==> src/rtl/cpu_types_pkg.sv <==
// Shared CPU types: data word, RAM handshake state and arbiter FSM state.
package cpu_types_pkg;

  typedef logic [31:0] word_t;

  typedef enum logic [1:0] {
    FREE   = 2'b00,
    BUSY   = 2'b01,
    ACCESS = 2'b10,
    ERROR  = 2'b11
  } ramstate_t;

  typedef enum logic [1:0] {
    IDLE   = 2'b00,
    IGRANT = 2'b01,
    DGRANT = 2'b10
  } arb_state_t;

endpackage

==> src/rtl/grant_watchdog.sv <==
// Grant-duration watchdog: counts stalled grant cycles and flags when the
// current cycle is the last one the arbiter is allowed to wait for ACCESS.
module grant_watchdog #(
  parameter int TIMEOUT = 255
) (
  input  logic clk,
  input  logic rst,
  input  logic clr,
  input  logic en,
  output logic expired
);

  localparam int W = (TIMEOUT > 1) ? $clog2(TIMEOUT) : 1;
  localparam logic [W-1:0] LAST = W'(TIMEOUT - 1);

  logic [W-1:0] count_q, count_d;

  // Clear while no grant is active, advance on each stalled grant cycle.
  always_comb begin
    count_d = count_q;
    if (clr) begin
      count_d = '0;
    end else if (en && (count_q != LAST)) begin
      count_d = count_q + 1'b1;
    end
  end

  // Counter register.
  always_ff @(posedge clk or posedge rst) begin
    if (rst) begin
      count_q <= '0;
    end else begin
      count_q <= count_d;
    end
  end

  assign expired = (count_q == LAST);

endmodule

==> src/rtl/memory_arbiter.sv <==
// Arbitrates the single-ported RAM between instruction fetch and data access.
// Data wins by default; a streak counter forces a fetch after MAX_DSTREAK data
// completions while a fetch waits, and a watchdog aborts grants that hang.
module memory_arbiter
  import cpu_types_pkg::*;
#(
  parameter int MAX_DSTREAK = 4,
  parameter int TIMEOUT     = 255
) (
  input  logic      CLK,
  input  logic      RST,
  input  logic      halt,
  input  logic      iREN,
  input  word_t     iaddr,
  output word_t     iload,
  output logic      iwait,
  input  logic      dREN,
  input  logic      dWEN,
  input  word_t     daddr,
  input  word_t     dstore,
  output word_t     dload,
  output logic      dwait,
  output logic      ramREN,
  output logic      ramWEN,
  output word_t     ramaddr,
  output word_t     ramstore,
  input  word_t     ramload,
  input  ramstate_t ramstate,
  output logic      mem_err
);

  localparam int SW = (MAX_DSTREAK > 0) ? $clog2(MAX_DSTREAK + 1) : 1;
  localparam logic [SW-1:0] STREAK_MAX = SW'(MAX_DSTREAK);

  arb_state_t   state_q, state_d;
  logic [SW-1:0] streak_q, streak_d;
  logic         halted_q, halted_d;

  logic wdog_clr, wdog_en, wdog_expired;
  logic dreq, force_fetch, granted, ram_done;

  assign dreq        = dREN | dWEN;
  assign force_fetch = iREN && !halted_q && (streak_q == STREAK_MAX);
  assign granted     = (state_q != IDLE);
  assign ram_done    = (ramstate == ACCESS) || (ramstate == ERROR);
  assign wdog_clr    = !granted;
  assign wdog_en     = granted && !ram_done;

  assign iload = ramload;
  assign dload = ramload;

  grant_watchdog #(
    .TIMEOUT (TIMEOUT)
  ) u_wdog (
    .clk     (CLK),
    .rst     (RST),
    .clr     (wdog_clr),
    .en      (wdog_en),
    .expired (wdog_expired)
  );

  // Next-state, streak/halt bookkeeping and the RAM/requester drives for the current state.
  always_comb begin
    state_d  = state_q;
    streak_d = streak_q;
    halted_d = halted_q | halt;
    ramREN   = 1'b0;
    ramWEN   = 1'b0;
    ramaddr  = '0;
    ramstore = '0;
    iwait    = 1'b1;
    dwait    = 1'b1;
    mem_err  = 1'b0;

    unique case (state_q)
      IDLE: begin
        if (dreq && !force_fetch) begin
          state_d = DGRANT;
        end else if (iREN && !halted_q) begin
          state_d = IGRANT;
        end
      end

      DGRANT: begin
        ramaddr  = daddr;
        ramstore = dstore;
        ramWEN   = dWEN;
        ramREN   = dREN & ~dWEN;
        if (ramstate == ACCESS) begin
          dwait   = 1'b0;
          state_d = IDLE;
          if (iREN && (streak_q != STREAK_MAX)) begin
            streak_d = streak_q + 1'b1;
          end
        end else if (ramstate == ERROR) begin
          mem_err = 1'b1;
          state_d = IDLE;
        end else if (!dreq) begin
          state_d = IDLE;
        end else if (wdog_expired) begin
          mem_err = 1'b1;
          state_d = IDLE;
        end
      end

      IGRANT: begin
        ramaddr = iaddr;
        ramREN  = 1'b1;
        if (ramstate == ACCESS) begin
          iwait    = 1'b0;
          state_d  = IDLE;
          streak_d = '0;
        end else if (ramstate == ERROR) begin
          mem_err = 1'b1;
          state_d = IDLE;
        end else if (!iREN) begin
          state_d = IDLE;
        end else if (wdog_expired) begin
          mem_err = 1'b1;
          state_d = IDLE;
        end
      end

      default: begin
        state_d = IDLE;
      end
    endcase

    if (!iREN) begin
      streak_d = '0;
    end
  end

  // Arbiter state, data streak and sticky halt registers.
  always_ff @(posedge CLK or posedge RST) begin
    if (RST) begin
      state_q  <= IDLE;
      streak_q <= '0;
      halted_q <= 1'b0;
    end else begin
      state_q  <= state_d;
      streak_q <= streak_d;
      halted_q <= halted_d;
    end
  end

endmodule
==> config.mk <==
export PLATFORM = sky130hd
export DESIGN_NAME = memory_arbiter
export DESIGN_NICKNAME = d
export VERILOG_FILES = /design/src/rtl/cpu_types_pkg.sv /design/src/rtl/grant_watchdog.sv /design/src/rtl/memory_arbiter.sv
export SDC_FILE = /design/constraint.sdc
export NUM_CORES = 1
export LEC_CHECK = 0
export BUFFER_PORTS_ARGS = -buffer_cell sky130_fd_sc_hd__buf_2
export CAP_MARGIN = 20
export CORE_AREA = 4 4 101 103
export CTS_BUF_LIST = sky130_fd_sc_hd__clkbuf_16
export DETAILED_ROUTE_END_ITERATION = 16
export DIE_AREA = 0 0 105 107
export GPL_TIMING_DRIVEN = 0
export PLACE_DENSITY_LB_ADDON = 0.05
export SYNTH_ARGS = -nofsm -noshare
export SYNTH_HDL_FRONTEND = slang
export SYNTH_SLANG_ARGS = --single-unit
==> constraint.sdc <==
create_clock -name CLK -period 4.5 [get_ports CLK]
set_clock_uncertainty 0.05 [all_clocks]
set_input_delay 0.45 -clock CLK [delete_from_list [all_inputs] [get_ports CLK]]
set_output_delay 0.45 -clock CLK [all_outputs]
set_load 0.1 [all_outputs]
==> report_table.html, run 1 <==
<table>
<tr><th>Metric</th><th>Value</th></tr>
<tr><th colspan="2">Floorplanning</th></tr>
<tr><td>Placement row count</td><td>35</td></tr>
<tr><td>Number of ports placed on the die boundary</td><td>269</td></tr>
<tr><td>Total core area</td><td>9200 um^2</td></tr>
<tr><td>Area of the die</td><td>11200 um^2</td></tr>
<tr><td>Horizontal die dimension</td><td>105 um</td></tr>
<tr><td>Die outline height</td><td>107 um</td></tr>
<tr><td>Effective utilization at floorplan</td><td>23.0%</td></tr>
<tr><th colspan="2">Clocking</th></tr>
<tr><td>Clk slew on worst S/H paths</td><td>50 ps</td></tr>
<tr><td>Source-to-sink clock delay at the later pin of the worst-skew pair</td><td>240 ps</td></tr>
<tr><td>Max clock buf depth</td><td>2</td></tr>
<tr><td>TritonCTS clock tree</td><td>built</td></tr>
<tr><td>Clock root buffer</td><td>clkbuf_16</td></tr>
<tr><td>Number of clock sinks</td><td>14</td></tr>
<tr><td>Number of hold buffers added after cts</td><td>0</td></tr>
<tr><td>H-Tree Level Count</td><td>1</td></tr>
<tr><td>Count of buffers added by post-CTS timing repair for setup</td><td>0</td></tr>
<tr><td>Post-cts resize count</td><td>0</td></tr>
<tr><td>Number of buffers created by CTS</td><td>3</td></tr>
<tr><th colspan="2">STA</th></tr>
<tr><td>Worst Hold Slack</td><td>190 ps</td></tr>
<tr><td>Worst Max-Slew Pin Slew</td><td>538 ps</td></tr>
<tr><td>Clock period minus worst slack</td><td>2790 ps</td></tr>
<tr><td>Relative max-transition margin</td><td>64.1%</td></tr>
<tr><td>Number of pins with negative max-slew slack in the final report</td><td>0</td></tr>
<tr><td>Setup repair after global routing missed its margin</td><td>false</td></tr>
<tr><td>Final number of setup-violating endpoints</td><td>0</td></tr>
<tr><td>Hold violation total from the final report</td><td>0</td></tr>
<tr><td>Final worst-path cycle share</td><td>62.0%</td></tr>
<tr><td>Timing-limited maximum frequency</td><td>358 MHz</td></tr>
<tr><td>Sum of negative setup slack</td><td>0 ps</td></tr>
<tr><th colspan="2">Synth</th></tr>
<tr><td>Warning count from the yosys run</td><td>0</td></tr>
<tr><td>Async SR Flop Fraction</td><td>100%</td></tr>
<tr><td>Number of enable flip-flop cells after synthesis</td><td>0</td></tr>
<tr><td>Average footprint of a synthesized cell</td><td>7.59 um^2</td></tr>
<tr><td>Area of the mapped netlist</td><td>2120 um^2</td></tr>
<tr><td>Part of the Yosys area used for sequential elements</td><td>16.5%</td></tr>
<tr><td>Number of distinct library cells after synthesis</td><td>41</td></tr>
<tr><td>Number of register bits inferred by synthesis</td><td>14</td></tr>
<tr><td>Gate count of the mapped netlist</td><td>279</td></tr>
<tr><td>Net Count, Synth</td><td>423</td></tr>
<tr><td>Top FF cell, synth</td><td>dfrtp_1</td></tr>
<tr><th colspan="2">Worst setup path</th></tr>
<tr><td>Worst Path Arrival</td><td>2290 ps</td></tr>
<tr><td>Cells traversed along the worst timing path</td><td>inv_1 &gt; ha_1 &gt; buf_2 &gt; buf_2 &gt; a22oi_1 &gt; nor2_1 &gt; buf_2</td></tr>
<tr><td>Crit. End Element</td><td>primary output</td></tr>
<tr><td>Cell type of the slowest stage on the worst timing path</td><td>buf_2</td></tr>
<tr><td>Cell occurring most often along the worst timing path</td><td>buf_2</td></tr>
<tr><td>Sort of element at the start of the critical path</td><td>flip-flop</td></tr>
<tr><td>CP max FO</td><td>10</td></tr>
<tr><td>Register-to-Register Setup Slack</td><td>2810 ps</td></tr>
<tr><td>Required time of the critical path</td><td>4000 ps</td></tr>
<tr><td>Worst R2R End</td><td>streak_q[0]</td></tr>
<tr><td>FF-to-FF path depth</td><td>7</td></tr>
<tr><td>Classification of the worst setup path</td><td>reg2out</td></tr>
<tr><td>Biggest cell delay along the critical path</td><td>460 ps</td></tr>
<tr><td>Worst reg2reg startpoint</td><td>state_q[1]</td></tr>
<tr><th colspan="2">GRT</th></tr>
<tr><td>Final global-route overflow total</td><td>0</td></tr>
<tr><td>Initial antenna violation count</td><td>0</td></tr>
<tr><td>Largest net degree at the start of global routing</td><td>15</td></tr>
<tr><td>First-pass GRT wire length</td><td>14600 um</td></tr>
<tr><td>Via count of the first global-routing pass</td><td>2493</td></tr>
<tr><td>Combined global-route utilization of all metal layers</td><td>16.4%</td></tr>
<tr><th colspan="2">Final layout</th></tr>
<tr><td>Fillcell total</td><td>1008</td></tr>
<tr><td>Highest-count cells in the layout ignoring fill and taps</td><td>239 x buf_2, 64 x buf_4, 33 x nor2b_1, 33 x a22oi_1, 33 x and2_1</td></tr>
<tr><td>Most frequent standard cell in the layout excluding fill and tap cells</td><td>buf_2</td></tr>
<tr><td>Share of post-route cells with drive strength above 1</td><td>60.1%</td></tr>
<tr><td>Total area of sequential cells</td><td>350 um^2</td></tr>
<tr><td>Net count reported at finish</td><td>664</td></tr>
<tr><td>Area taken by multi-input logic gates</td><td>1170 um^2</td></tr>
<tr><td>Number of diodes added for antenna fixing</td><td>0</td></tr>
<tr><td>Layout-stage area growth over the synthesis result</td><td>66.0%</td></tr>
<tr><th colspan="2">Run</th></tr>
<tr><td>Max-capacitance violation count</td><td>0</td></tr>
<tr><th colspan="2">Placement</th></tr>
<tr><td>Hpwl dp</td><td>8860 um</td></tr>
<tr><td>IO buf count</td><td>236</td></tr>
<tr><td>Final RePlAce weighted congestion</td><td>0.796</td></tr>
<tr><th colspan="2">Drt</th></tr>
<tr><td>Average vias per placed instance</td><td>4.22</td></tr>
<tr><td>Via Count</td><td>2661</td></tr>
<tr><td>Total routed wire length on the met1 layer</td><td>3970 um</td></tr>
<tr><td>Initial drt markers</td><td>105</td></tr>
<tr><td>Routed wl met2</td><td>5280 um</td></tr>
<tr><td>Number of iterations in the first detailed-routing pass</td><td>4</td></tr>
<tr><td>Antenna Nets Post-Route</td><td>0</td></tr>
<tr><td>DR WL met3</td><td>669 um</td></tr>
<tr><td>DRC viols</td><td>0</td></tr>
<tr><td>Drt total wl</td><td>10000 um</td></tr>
<tr><td>Highest routed layer</td><td>met4</td></tr>
<tr><td>Drt wl/cell</td><td>15.9 um</td></tr>
<tr><th colspan="2">Hold path</th></tr>
<tr><td>Type of the tightest min-delay check</td><td>in2async</td></tr>
<tr><th colspan="2">Power</th></tr>
<tr><td>Leakage</td><td>0.00199 uW</td></tr>
<tr><td>Power density relative to cell area</td><td>712 nW/um^2</td></tr>
<tr><td>Maximum resistive drop on vdd</td><td>273 uV</td></tr>
<tr><th colspan="2">Run status</th></tr>
<tr><td>Status</td><td>finished clean</td></tr>
</table>
-- worst max-delay path: cells and delay by family, from the launching register on --
kind,cells,cell delay [ps]
compound gates,1,120
fa+ha+maj,1,260
buf+inv,4,1090
flops,1,390
simple gates,1,180
-- metrics by stage --
| stage | power (uW) | cell area (um^2) | utilization, % | worst slack (ps) | std cells |
|---|---|---|---|---|---|
| 2_1_floorplan | 2000 | 2120 | - | 1520 | 279 |
| 3_3_place_gp | 2350 | 3440 | 37.4 | 1940 | 626 |
| 3_5_place_dp | 2350 | 3440 | 37.4 | 1920 | 626 |
| 4_1_cts | 2530 | 3520 | 38.2 | 1650 | 630 |
| 5_1_grt | 2600 | 3520 | 38.2 | 1480 | 630 |
| 6_report | 2510 | 3520 | 38.2 | 1710 | 630 |
-- area by class of cell --
| cell class | count | share of cell area, % |
|---|---|---|
| clock buffer | 3 | 2.13 |
| timing repair buffer | 236 | 33.6 |
| clock inverter | 1 | 0.107 |
| inverter | 9 | 0.961 |
| sequential | 14 | 9.96 |
| multi-input combinational | 175 | 33.3 |
| buffer | 81 | 16.0 |
| tap | 111 | 3.95 |
-- state kept, by name, summed over array words and instances (netlist names) --
register        flops
streak_q            3
u_wdog.count_q      8
halted_q            1
state_q             2
-- cells in the mapped netlist (2+ instances only) --
library cell / n / area, um^2
a211oi_1: 2 / 15.0
a21oi_1: 2 / 10.0
a22oi_1: 33 / 248
a31oi_1: 2 / 12.5
and2_1: 33 / 206
buf_2: 3 / 15.0
buf_4: 64 / 480
buf_6: 2 / 22.5
clkbuf_1: 12 / 45.0
dfrtp_1: 14 / 350
ha_1: 8 / 100
inv_1: 9 / 33.8
nand2_1: 11 / 41.3
nand2b_1: 3 / 18.8
nand3_1: 3 / 15.0
nand3b_1: 3 / 22.5
nand4_1: 2 / 12.5
nor2_1: 12 / 45.0
nor2b_1: 33 / 206
nor3_1: 2 / 10.0
o21ai_0: 3 / 15.0
o21bai_1: 2 / 15.0
xnor2_1: 3 / 26.3
-- cell families (layout without fill, tap and decap cells) --
kind of cell	count (synthesis)	after routing	synth area share, %
compound gates	52	52	17.8
simple gates	110	110	30.7
flops	14	14	16.5
fa+ha+maj	8	8	4.73
xor+xnor	4	4	1.65
buf+inv	90	330	28.2
mux	1	1	0.473
-- where the power goes --
group / internal, uW / total (uW) / switching, uW
sequential: 142 / 158 / 16.4
combinational: 388 / 2180 / 1790
clock: 117 / 169 / 51.3
total: 647 / 2510 / 1860
-- how the worst max path moves through the flow --
stage                     slack, ps  cells after the start        from     endpoint
after floorplan                1520                      6  state_q[1]  ramaddr[14]
after global placement         1940                      7  state_q[1]      mem_err
after detailed placement       1920                      7  state_q[1]      mem_err
after CTS                      1650                      7  state_q[1]      mem_err
after global routing           1480                      7  state_q[1]      mem_err
final                          1710                      7  state_q[1]      mem_err
-- layer usage --
metal / up-vias / global-route usage, %
met5: - / 0
met4: 0 / 3.09
met3: 8 / 3.61
met2: 102 / 30.2
met1: 1192 / 19.4
li1: 1359 / -
No activity file was read; power rests on OpenSTA's default activity.
==> run 2, diff against run 1 <==
Settings changed: ABC_AREA from default to 1, CORE_AREA 4 4 101 103 to 4 4 102 104, DIE_AREA 0 0 105 107 to 0 0 106 108.
Clock period 4.5 ns to 2.9 ns, I/O delays scaled along.
==> run 2 against run 1 <==
  * Wire length grew 2.9%
  * Register-to-register slack lost 1500 ps
  * Sequential share of layout area shrank 0.60 points
  * First-iteration DRC count grew 9.5%
  * Combinational power grew 57%
==> report_table.html, run 2 <==
<table>
<tr><th>Metric</th><th>Value</th></tr>
<tr><th colspan="2">Run status</th></tr>
<tr><td>Status</td><td>finished clean</td></tr>
<tr><th colspan="2">Final layout</th></tr>
<tr><td>Largest reg by FF count</td><td>u_wdog.count_q</td></tr>
<tr><td>Number of flip-flops under the largest register name</td><td>8 (unchanged)</td></tr>
<tr><td>Largest registers</td><td>u_wdog.count_q x8, streak_q x3, state_q x2</td></tr>
<tr><td>Fillcell total</td><td>1068 (+6.0%)</td></tr>
<tr><td>Highest-count cells in the layout ignoring fill and taps</td><td>245 x buf_2, 148 x nand2_1, 64 x buf_4, 53 x inv_1, 25 x a21oi_2</td></tr>
<tr><td>Most frequent standard cell in the layout excluding fill and tap cells</td><td>buf_2</td></tr>
<tr><td>Number of diodes added for antenna fixing</td><td>0 (unchanged)</td></tr>
<tr><td>Share of post-route cells with drive strength above 1</td><td>55.1% (-5.0 points)</td></tr>
<tr><td>Net count reported at finish</td><td>775 (+17%)</td></tr>
<tr><td>Layout-stage area growth over the synthesis result</td><td>68.0%</td></tr>
<tr><td>Final instance area</td><td>3740 um^2 (+6.4%)</td></tr>
<tr><th colspan="2">Clocking</th></tr>
<tr><td>Clock root buffer</td><td>clkbuf_16</td></tr>
<tr><td>H-Tree Level Count</td><td>1 (unchanged)</td></tr>
<tr><td>Max clock buf depth</td><td>2 (unchanged)</td></tr>
<tr><td>Count of buffers added by post-CTS timing repair for setup</td><td>0 (unchanged)</td></tr>
<tr><td>Clk slew on worst S/H paths</td><td>50 ps (about the same)</td></tr>
<tr><td>Number of hold buffers added after cts</td><td>0 (unchanged)</td></tr>
<tr><td>Source-to-sink clock delay at the later pin of the worst-skew pair</td><td>250 ps (about the same)</td></tr>
<tr><td>Number of buffers created by CTS</td><td>3 (unchanged)</td></tr>
<tr><td>Number of clock sinks</td><td>14 (unchanged)</td></tr>
<tr><td>Post-cts resize count</td><td>0 (unchanged)</td></tr>
<tr><td>TritonCTS clock tree</td><td>built</td></tr>
<tr><th colspan="2">Synth</th></tr>
<tr><td>Net Count, Synth</td><td>535 (+26%)</td></tr>
<tr><td>Largest area contributor in the synthesized netlist</td><td>nand2_1</td></tr>
<tr><td>Part of the Yosys area used for sequential elements</td><td>15.7% (-0.81 points)</td></tr>
<tr><td>Average footprint of a synthesized cell</td><td>5.70 um^2 (-25%)</td></tr>
<tr><td>Main area contributors after synthesis</td><td>nand2_1 25%, buf_4 22%, dfrtp_1 16%</td></tr>
<tr><td>Top FF cell, synth</td><td>dfrtp_1</td></tr>
<tr><td>Area of the mapped netlist</td><td>2230 um^2 (+5.1%)</td></tr>
<tr><td>Yosys top cell area share</td><td>24.9% (+2.3 points)</td></tr>
<tr><td>Warning count from the yosys run</td><td>0 (unchanged)</td></tr>
<tr><td>Leading post-synthesis cells by instance count</td><td>148 x nand2_1, 64 x buf_4, 53 x inv_1</td></tr>
<tr><td>Most repeated cell in the gate-level netlist after synthesis</td><td>nand2_1</td></tr>
<tr><td>Number of register bits inferred by synthesis</td><td>14 (unchanged)</td></tr>
<tr><td>Gate count of the mapped netlist</td><td>391 (+40%)</td></tr>
<tr><td>Async SR Flop Fraction</td><td>100% (unchanged)</td></tr>
<tr><td>Number of distinct library cells after synthesis</td><td>24 (-41%)</td></tr>
<tr><td>Number of enable flip-flop cells after synthesis</td><td>0 (unchanged)</td></tr>
<tr><th colspan="2">Drt</th></tr>
<tr><td>DRC viols</td><td>0 (unchanged)</td></tr>
<tr><td>Via Count</td><td>3024 (+14%)</td></tr>
<tr><td>Number of iterations in the first detailed-routing pass</td><td>4 (unchanged)</td></tr>
<tr><td>Drt wl/cell</td><td>13.5 um (-15%)</td></tr>
<tr><td>Average vias per placed instance</td><td>3.96 (-6.2%)</td></tr>
<tr><td>Drt total wl</td><td>10300 um (+2.9%)</td></tr>
<tr><td>Initial drt markers</td><td>115 (+9.5%)</td></tr>
<tr><td>Antenna Nets Post-Route</td><td>0 (unchanged)</td></tr>
<tr><th colspan="2">Power</th></tr>
<tr><td>Fraction of power consumed by combinational cells</td><td>87.0% (about the same)</td></tr>
<tr><td>Power density relative to cell area</td><td>1050 nW/um^2 (+48%)</td></tr>
<tr><td>Share of total power in the clock network</td><td>6.8% (about the same)</td></tr>
<tr><td>Total net switching power</td><td>3030 uW (+63%)</td></tr>
<tr><td>Leakage</td><td>0.00242 uW (+22%)</td></tr>
<tr><td>Post-layout power</td><td>3950 uW (+57%)</td></tr>
<tr><td>Part of the total power dissipated in sequential elements</td><td>6.2% (about the same)</td></tr>
<tr><td>Switching part of the total</td><td>76.8% (+2.6 points)</td></tr>
<tr><td>Internal Dissipation</td><td>915 uW (+41%)</td></tr>
<tr><td>Maximum resistive drop on vdd</td><td>590 uV (+120%)</td></tr>
<tr><th colspan="2">STA</th></tr>
<tr><td>Timing-limited maximum frequency</td><td>391 MHz</td></tr>
<tr><td>Clock period minus worst slack</td><td>2560 ps</td></tr>
<tr><td>Final number of setup-violating endpoints</td><td>0 (unchanged)</td></tr>
<tr><td>Final worst-path cycle share</td><td>88.2%</td></tr>
<tr><td>Number of pins with negative max-slew slack in the final report</td><td>0 (unchanged)</td></tr>
<tr><td>Hold violation total from the final report</td><td>0 (unchanged)</td></tr>
<tr><td>Relative max-transition margin</td><td>54.3% (-9.8 points)</td></tr>
<tr><td>Setup repair after global routing missed its margin</td><td>false</td></tr>
<tr><td>Worst Max-Slew Pin Slew</td><td>685 ps (+147 ps)</td></tr>
<tr><td>Sum of negative setup slack</td><td>0 ps (unchanged)</td></tr>
<tr><th colspan="2">GRT</th></tr>
<tr><td>Largest net degree at the start of global routing</td><td>15 (unchanged)</td></tr>
<tr><td>First-pass GRT wire length</td><td>15000 um (+2.8%)</td></tr>
<tr><td>Final global-route overflow total</td><td>0 (unchanged)</td></tr>
<tr><td>GRT Max-Usage Layer</td><td>met2</td></tr>
<tr><td>GRT met1 Usage</td><td>19.3% (-0.16 points)</td></tr>
<tr><td>Global Route met2 Usage</td><td>30.8% (+0.54 points)</td></tr>
<tr><td>Combined global-route utilization of all metal layers</td><td>16.3% (-0.089 points)</td></tr>
<tr><td>GR met3 Demand/Resource</td><td>3.76% (+0.15 points)</td></tr>
<tr><td>Via count of the first global-routing pass</td><td>2984 (+20%)</td></tr>
<tr><td>Initial antenna violation count</td><td>0 (unchanged)</td></tr>
<tr><th colspan="2">Hold path</th></tr>
<tr><td>Type of the tightest min-delay check</td><td>in2async</td></tr>
<tr><th colspan="2">Worst setup path</th></tr>
<tr><td>Sort of element at the start of the critical path</td><td>flip-flop</td></tr>
<tr><td>Classification of the worst setup path</td><td>reg2out</td></tr>
<tr><td>Worst Path Arrival</td><td>2220 ps (-70 ps)</td></tr>
<tr><td>Required time of the critical path</td><td>2560 ps (-1440 ps)</td></tr>
<tr><td>Crit. End Element</td><td>primary output</td></tr>
<tr><td>CP max FO</td><td>10 (unchanged)</td></tr>
<tr><th colspan="2">Placement</th></tr>
<tr><td>Hpwl dp</td><td>9200 um (+3.8%)</td></tr>
<tr><td>IO buf count</td><td>235 (-0.42%)</td></tr>
<tr><td>Final RePlAce weighted congestion</td><td>0.779 (-2.2%)</td></tr>
<tr><td>Total placed instance area</td><td>3660 um^2 (+6.6%)</td></tr>
<tr><th colspan="2">Floorplanning</th></tr>
<tr><td>Number of ports placed on the die boundary</td><td>269 (unchanged)</td></tr>
<tr><td>Area of the die</td><td>11400 um^2 (+1.9%)</td></tr>
<tr><td>Placement row count</td><td>36 (+2.9%)</td></tr>
<tr><td>Horizontal die dimension</td><td>106 um (+0.95%)</td></tr>
<tr><td>Die outline height</td><td>108 um (+0.93%)</td></tr>
<tr><td>Effective utilization at floorplan</td><td>23.3% (+0.29 points)</td></tr>
<tr><td>Total core area</td><td>9550 um^2 (+3.8%)</td></tr>
<tr><th colspan="2">Run</th></tr>
<tr><td>Max-capacitance violation count</td><td>0 (unchanged)</td></tr>
</table>
==> run 2: cell count changes after synthesis, sizes merged, moves of 3 or more <==
cell and delta:
a21oi +33, nand2 +141, nand4 +3, nand2b -3, and2 -33, clkbuf -6
nand3 +13, a22oi -33, nor2b -33, buf +5, xnor2 -3, inv +47
==> run 2: path summary, 6_finish.rpt <==
kind / start / endpoint / slack [ps] / depth (start not counted)
max in group asynchronous: RST / state_q[1] / 2360 / 2
min in group CLK: halt / halted_q / 180 / 2
min: RST / u_wdog.count_q[5] / 50 / 2
max reg2reg: state_q[0] / streak_q[2] / 1300 / 8
min reg2reg: halted_q / halted_q / 420 / 1
max: state_q[0] / mem_err / 340 / 6
==> run 2: stage by stage <==
step                      worst slack (ps)  std cells  hold WS, ps  util, %
after floorplan                       16.8        391          129        -
after global placement                 643        759          343     38.4
after detailed placement               583        759          343     38.4
after CTS                              329        763         84.0     39.2
after global routing                   193        763          127     39.2
final                                  342        763         52.5     39.2
==> run 2: power by group through the flow <==
stage          clock, uW  sequential, uW  combinational, uW
3_3_place_gp           0             247               3450
2_1_floorplan          0             241               2910
6_report             270             244               3430
3_5_place_dp           0             248               3460
5_1_grt              285             247               3590
4_1_cts              273             244               3460
==> run 2: area by class of cell <==
class                   instances  area, um^2  share of cell area, %
plain buffers                  80         553                   14.8
clock buffers                   3        75.1                   2.01
clock inverters                 1        3.75                  0.100
inverters                      57         219                   5.85
multi-input cells             240        1200                   32.0
flip-flops and latches         14         350                   9.36
well taps                     133         166                   4.45
repair buffers                235        1180                   31.4
==> run 2: logic make-up after synthesis <==
group,count (synthesis),synth area share (%)
adder cells (fa/ha/maj),8,4.49
flip-flops,14,15.7
AO/OA/AOI/OAI,41,9.33
XOR/XNOR,3,1.18
AND/OR/NAND/NOR,188,34.6
buffers and inverters,137,34.7
==> run 2: critical path: stages (launching register included) <==
cell and delay (ps):
dfrtp_1 410, inv_1 80, ha_1 290, inv_2 60, clkbuf_1 300, a21oi_1 330, buf_2 500
==> run 2: per-layer routing <==
layer | vias to the layer above | share of wire [%]
met5 | - | 0
met4 | 0 | 0.56
met3 | 4 | 8.3
met2 | 149 | 52
met1 | 1275 | 39
li1 | 1596 | -
==> run 3, diff against run 2 <==
Settings changed: CORE_AREA 4 4 102 104 to 4 4 103 105, DIE_AREA 0 0 106 108 to 0 0 107 109, SYNTH_HIERARCHICAL from default to 1.
==> run 3 against run 2 <==
  * First-iteration DRC count rose by 75%
  * Power rose by 15%
  * Area after synthesis rose by 2.4%
  * Flip-flop and latch count did not move
  * Critical endpoint is now ramaddr[18]
  * Highest routed layer unchanged
==> report_table.html, run 3 <==
<table>
<tr><th>Metric</th><th>Value</th></tr>
<tr><th colspan="2">Clocking</th></tr>
<tr><td>Max clock buf depth</td><td>2 (unchanged)</td></tr>
<tr><td>Clock root buffer</td><td>clkbuf_16</td></tr>
<tr><td>TritonCTS clock tree</td><td>built</td></tr>
<tr><td>Number of buffers created by CTS</td><td>3 (unchanged)</td></tr>
<tr><td>Source-to-sink clock delay at the later pin of the worst-skew pair</td><td>240 ps (about the same)</td></tr>
<tr><td>Clk slew on worst S/H paths</td><td>40 ps (about the same)</td></tr>
<tr><td>H-Tree Level Count</td><td>1 (unchanged)</td></tr>
<tr><td>Post-cts resize count</td><td>0 (unchanged)</td></tr>
<tr><td>Number of hold buffers added after cts</td><td>1 (+1)</td></tr>
<tr><td>Number of clock sinks</td><td>14 (unchanged)</td></tr>
<tr><td>Count of buffers added by post-CTS timing repair for setup</td><td>0 (unchanged)</td></tr>
<tr><th colspan="2">STA</th></tr>
<tr><td>Worst setup margin</td><td>399 ps (+57.6 ps)</td></tr>
<tr><td>Setup repair after global routing missed its margin</td><td>false</td></tr>
<tr><td>Clock period minus worst slack</td><td>2500 ps (-57.6 ps)</td></tr>
<tr><td>Final number of setup-violating endpoints</td><td>0 (unchanged)</td></tr>
<tr><td>Worst Max-Slew Pin Slew</td><td>617 ps (-68.4 ps)</td></tr>
<tr><td>Number of pins with negative max-slew slack in the final report</td><td>0 (unchanged)</td></tr>
<tr><td>Sum of negative setup slack</td><td>0 ps (unchanged)</td></tr>
<tr><td>Hold violation total from the final report</td><td>0 (unchanged)</td></tr>
<tr><td>Final worst-path cycle share</td><td>86.2% (-2.0 points)</td></tr>
<tr><td>Timing-limited maximum frequency</td><td>400 MHz (+2.3%)</td></tr>
<tr><td>Relative max-transition margin</td><td>58.9% (+4.6 points)</td></tr>
<tr><th colspan="2">Hold path</th></tr>
<tr><td>Type of the tightest min-delay check</td><td>in2reg</td></tr>
<tr><td>Worst hold start</td><td>halt</td></tr>
<tr><th colspan="2">Worst setup path</th></tr>
<tr><td>CP max FO</td><td>10 (unchanged)</td></tr>
<tr><td>Worst Path Arrival</td><td>2160 ps (-60 ps)</td></tr>
<tr><td>Required time of the critical path</td><td>2560 ps (about the same)</td></tr>
<tr><td>Classification of the worst setup path</td><td>reg2out</td></tr>
<tr><td>Worst setup endpoint</td><td>ramaddr[18]</td></tr>
<tr><td>Worst R2R End</td><td>u_wdog/count_q[0]</td></tr>
<tr><td>Register-to-Register Setup Slack</td><td>1120 ps (-180 ps)</td></tr>
<tr><td>Sort of element at the start of the critical path</td><td>flip-flop</td></tr>
<tr><td>Worst reg2reg startpoint</td><td>state_q[0]</td></tr>
<tr><td>Crit. End Element</td><td>primary output</td></tr>
<tr><td>Timing startpoint of the critical path</td><td>state_q[1]</td></tr>
<tr><td>FF-to-FF path depth</td><td>7 (-1)</td></tr>
<tr><th colspan="2">Synth</th></tr>
<tr><td>Leading post-synthesis cells by instance count</td><td>143 x nand2_1, 70 x buf_4, 52 x inv_1</td></tr>
<tr><td>Average footprint of a synthesized cell</td><td>5.80 um^2 (+1.8%)</td></tr>
<tr><td>Net Count, Synth</td><td>537 (+0.37%)</td></tr>
<tr><td>Number of register bits inferred by synthesis</td><td>14 (unchanged)</td></tr>
<tr><td>Warning count from the yosys run</td><td>6 (+6)</td></tr>
<tr><td>Area of the mapped netlist</td><td>2280 um^2 (+2.4%)</td></tr>
<tr><td>Number of distinct library cells after synthesis</td><td>26 (+8.3%)</td></tr>
<tr><td>Yosys top cell area share</td><td>23.5% (-1.4 points)</td></tr>
<tr><td>Gate count of the mapped netlist</td><td>393 (+0.51%)</td></tr>
<tr><td>Part of the Yosys area used for sequential elements</td><td>15.4% (-0.36 points)</td></tr>
<tr><td>Most repeated cell in the gate-level netlist after synthesis</td><td>nand2_1</td></tr>
<tr><td>Largest area contributor in the synthesized netlist</td><td>nand2_1</td></tr>
<tr><td>Async SR Flop Fraction</td><td>100% (unchanged)</td></tr>
<tr><td>Top FF cell, synth</td><td>dfrtp_1</td></tr>
<tr><td>Number of enable flip-flop cells after synthesis</td><td>0 (unchanged)</td></tr>
<tr><td>Main area contributors after synthesis</td><td>nand2_1 24%, buf_4 23%, dfrtp_1 15%</td></tr>
<tr><th colspan="2">Drt</th></tr>
<tr><td>Drt total wl</td><td>10700 um (+3.7%)</td></tr>
<tr><td>DRC viols</td><td>0 (unchanged)</td></tr>
<tr><td>Number of iterations in the first detailed-routing pass</td><td>4 (unchanged)</td></tr>
<tr><td>Via Count</td><td>3026 (+0.066%)</td></tr>
<tr><td>Drt wl/cell</td><td>13.9 um (+3.1%)</td></tr>
<tr><td>Initial drt markers</td><td>201 (+75%)</td></tr>
<tr><td>Average vias per placed instance</td><td>3.95 (-0.46%)</td></tr>
<tr><td>Antenna Nets Post-Route</td><td>0 (unchanged)</td></tr>
<tr><th colspan="2">GRT</th></tr>
<tr><td>Largest net degree at the start of global routing</td><td>11 (-4)</td></tr>
<tr><td>Final global-route overflow total</td><td>0 (unchanged)</td></tr>
<tr><td>Combined global-route utilization of all metal layers</td><td>16.6% (+0.31 points)</td></tr>
<tr><td>Initial antenna violation count</td><td>0 (unchanged)</td></tr>
<tr><td>Via count of the first global-routing pass</td><td>2818 (-5.6%)</td></tr>
<tr><td>First-pass GRT wire length</td><td>15100 um (+0.55%)</td></tr>
<tr><th colspan="2">Final layout</th></tr>
<tr><td>Share of post-route cells with drive strength above 1</td><td>53.6% (-1.5 points)</td></tr>
<tr><td>Share of the core filled with cells in the final layout</td><td>38.8% (-0.37 points)</td></tr>
<tr><td>Finished Layout Cells</td><td>767 (+0.52%)</td></tr>
<tr><td>Highest-count cells in the layout ignoring fill and taps</td><td>242 x buf_2, 143 x nand2_1, 70 x buf_4, 52 x inv_1, 27 x a21oi_1</td></tr>
<tr><td>Largest registers</td><td>u_wdog/count_q x8, streak_q x3, state_q x2</td></tr>
<tr><td>Largest reg by FF count</td><td>u_wdog/count_q</td></tr>
<tr><td>Total area of sequential cells</td><td>350 um^2 (unchanged)</td></tr>
<tr><td>Most frequent standard cell in the layout excluding fill and tap cells</td><td>buf_2</td></tr>
<tr><td>Number of flip-flops under the largest register name</td><td>8 (unchanged)</td></tr>
<tr><td>Number of diodes added for antenna fixing</td><td>0 (unchanged)</td></tr>
<tr><td>Layout-stage area growth over the synthesis result</td><td>64.2%</td></tr>
<tr><td>Area taken by multi-input logic gates</td><td>1170 um^2 (-2.4%)</td></tr>
<tr><td>Net count reported at finish</td><td>779 (+0.52%)</td></tr>
<tr><td>Fillcell total</td><td>1139 (+6.6%)</td></tr>
<tr><th colspan="2">Placement</th></tr>
<tr><td>Hpwl dp</td><td>9560 um (+3.8%)</td></tr>
<tr><td>Worst-case setup slack after placement</td><td>640 ps (+56.9 ps)</td></tr>
<tr><td>Placed instance count</td><td>762 (+0.40%)</td></tr>
<tr><td>IO buf count</td><td>236 (+0.43%)</td></tr>
<tr><td>Final RePlAce weighted congestion</td><td>0.778 (-0.14%)</td></tr>
<tr><th colspan="2">Run status</th></tr>
<tr><td>Status</td><td>finished clean</td></tr>
<tr><th colspan="2">Floorplanning</th></tr>
<tr><td>Effective utilization at floorplan</td><td>23.7% (+0.33 points)</td></tr>
<tr><td>Die outline height</td><td>109 um (+0.93%)</td></tr>
<tr><td>Area of the die</td><td>11700 um^2 (+1.9%)</td></tr>
<tr><td>Number of ports placed on the die boundary</td><td>269 (unchanged)</td></tr>
<tr><td>Horizontal die dimension</td><td>107 um (+0.94%)</td></tr>
<tr><td>Placement row count</td><td>36 (unchanged)</td></tr>
<tr><td>Total core area</td><td>9640 um^2 (+0.94%)</td></tr>
<tr><th colspan="2">Power</th></tr>
<tr><td>Fraction of power consumed by combinational cells</td><td>88.4% (+1.4 points)</td></tr>
<tr><td>Switching part of the total</td><td>77.1% (+0.34 points)</td></tr>
<tr><td>Leakage</td><td>0.00244 uW (+0.77%)</td></tr>
<tr><td>Power density relative to cell area</td><td>1220 nW/um^2 (+15%)</td></tr>
<tr><td>Total net switching power</td><td>3510 uW (+16%)</td></tr>
<tr><td>Internal Dissipation</td><td>1040 uW (+14%)</td></tr>
<tr><td>Part of the total power dissipated in sequential elements</td><td>5.8% (-0.4 points)</td></tr>
<tr><td>Maximum resistive drop on vdd</td><td>619 uV (+4.9%)</td></tr>
<tr><td>Share of total power in the clock network</td><td>5.7% (-1.1 points)</td></tr>
<tr><th colspan="2">Run</th></tr>
<tr><td>Max-capacitance violation count</td><td>0 (unchanged)</td></tr>
</table>
[run 3: kinds of logic (layout without fill, tap and decap cells)]
group / after synthesis / count (layout) / share of synthesized area, %
AOI/OAI and AO/OA: 37 / 37 / 8.45
buffers and inverters: 136 / 377 / 34.5
and+or+nand+nor: 195 / 195 / 36.2
xor gates and xnor gates: 3 / 3 / 1.15
DFF: 14 / 14 / 15.4
adders and majority gates: 8 / 8 / 4.39
[run 3: critical path, cell delays in order (launching register included)]
cell and delay [ps]:
dfrtp_1 400, inv_1 90, ha_1 300, inv_1 110, buf_1 300, a21oi_2 240, buf_2 470
[run 3: power groups by stage]
stage	combinational (uW)	sequential, uW	clock (uW)
after floorplan	3380	259	0
after global placement	4050	268	0
after detailed placement	4050	269	0
after CTS	4060	265	267
after global routing	4230	270	277
final	4020	266	260
[run 3: worst min path at each step]
stage	endpoint	slack [ps]	cells past startpoint
2_1_floorplan	halted_q	30	1
3_3_place_gp	halted_q	170	2
3_5_place_dp	halted_q	190	2
4_1_cts	halted_q	190	2
5_1_grt	halted_q	190	2
6_report	halted_q	190	2
[run 3: layout make-up]
class                      instances  area share [%]
tap                              133            4.45
clock inverter                     1           0.100
clock buffer                       3            2.01
buffer                            79            15.1
inverter                          57            5.85
timing repair buffer             237            31.8
multi-input combinational        243            31.3
sequential                        14            9.36
[run 3: metrics by stage]
step | hold slack [ps] | instance area [um^2] | power (uW)
6_report | 187 | 3740 | 4550
5_1_grt | 190 | 3740 | 4770
4_1_cts | 186 | 3740 | 4590
3_5_place_dp | 185 | 3650 | 4320
3_3_place_gp | 170 | 3650 | 4320
2_1_floorplan | 31.0 | 2310 | 3640
[run 3: metal layers]
metal | wire [um] | up-vias | GRT usage (%) | share of wire (%)
met5 | 0 | - | 0 | 0
met4 | 46 | 0 | 2.19 | 0.43
met3 | 836 | 4 | 3.32 | 7.8
met2 | 5280 | 140 | 27.8 | 49
met1 | 4520 | 1281 | 22.7 | 42
li1 | - | 1601 | - | -
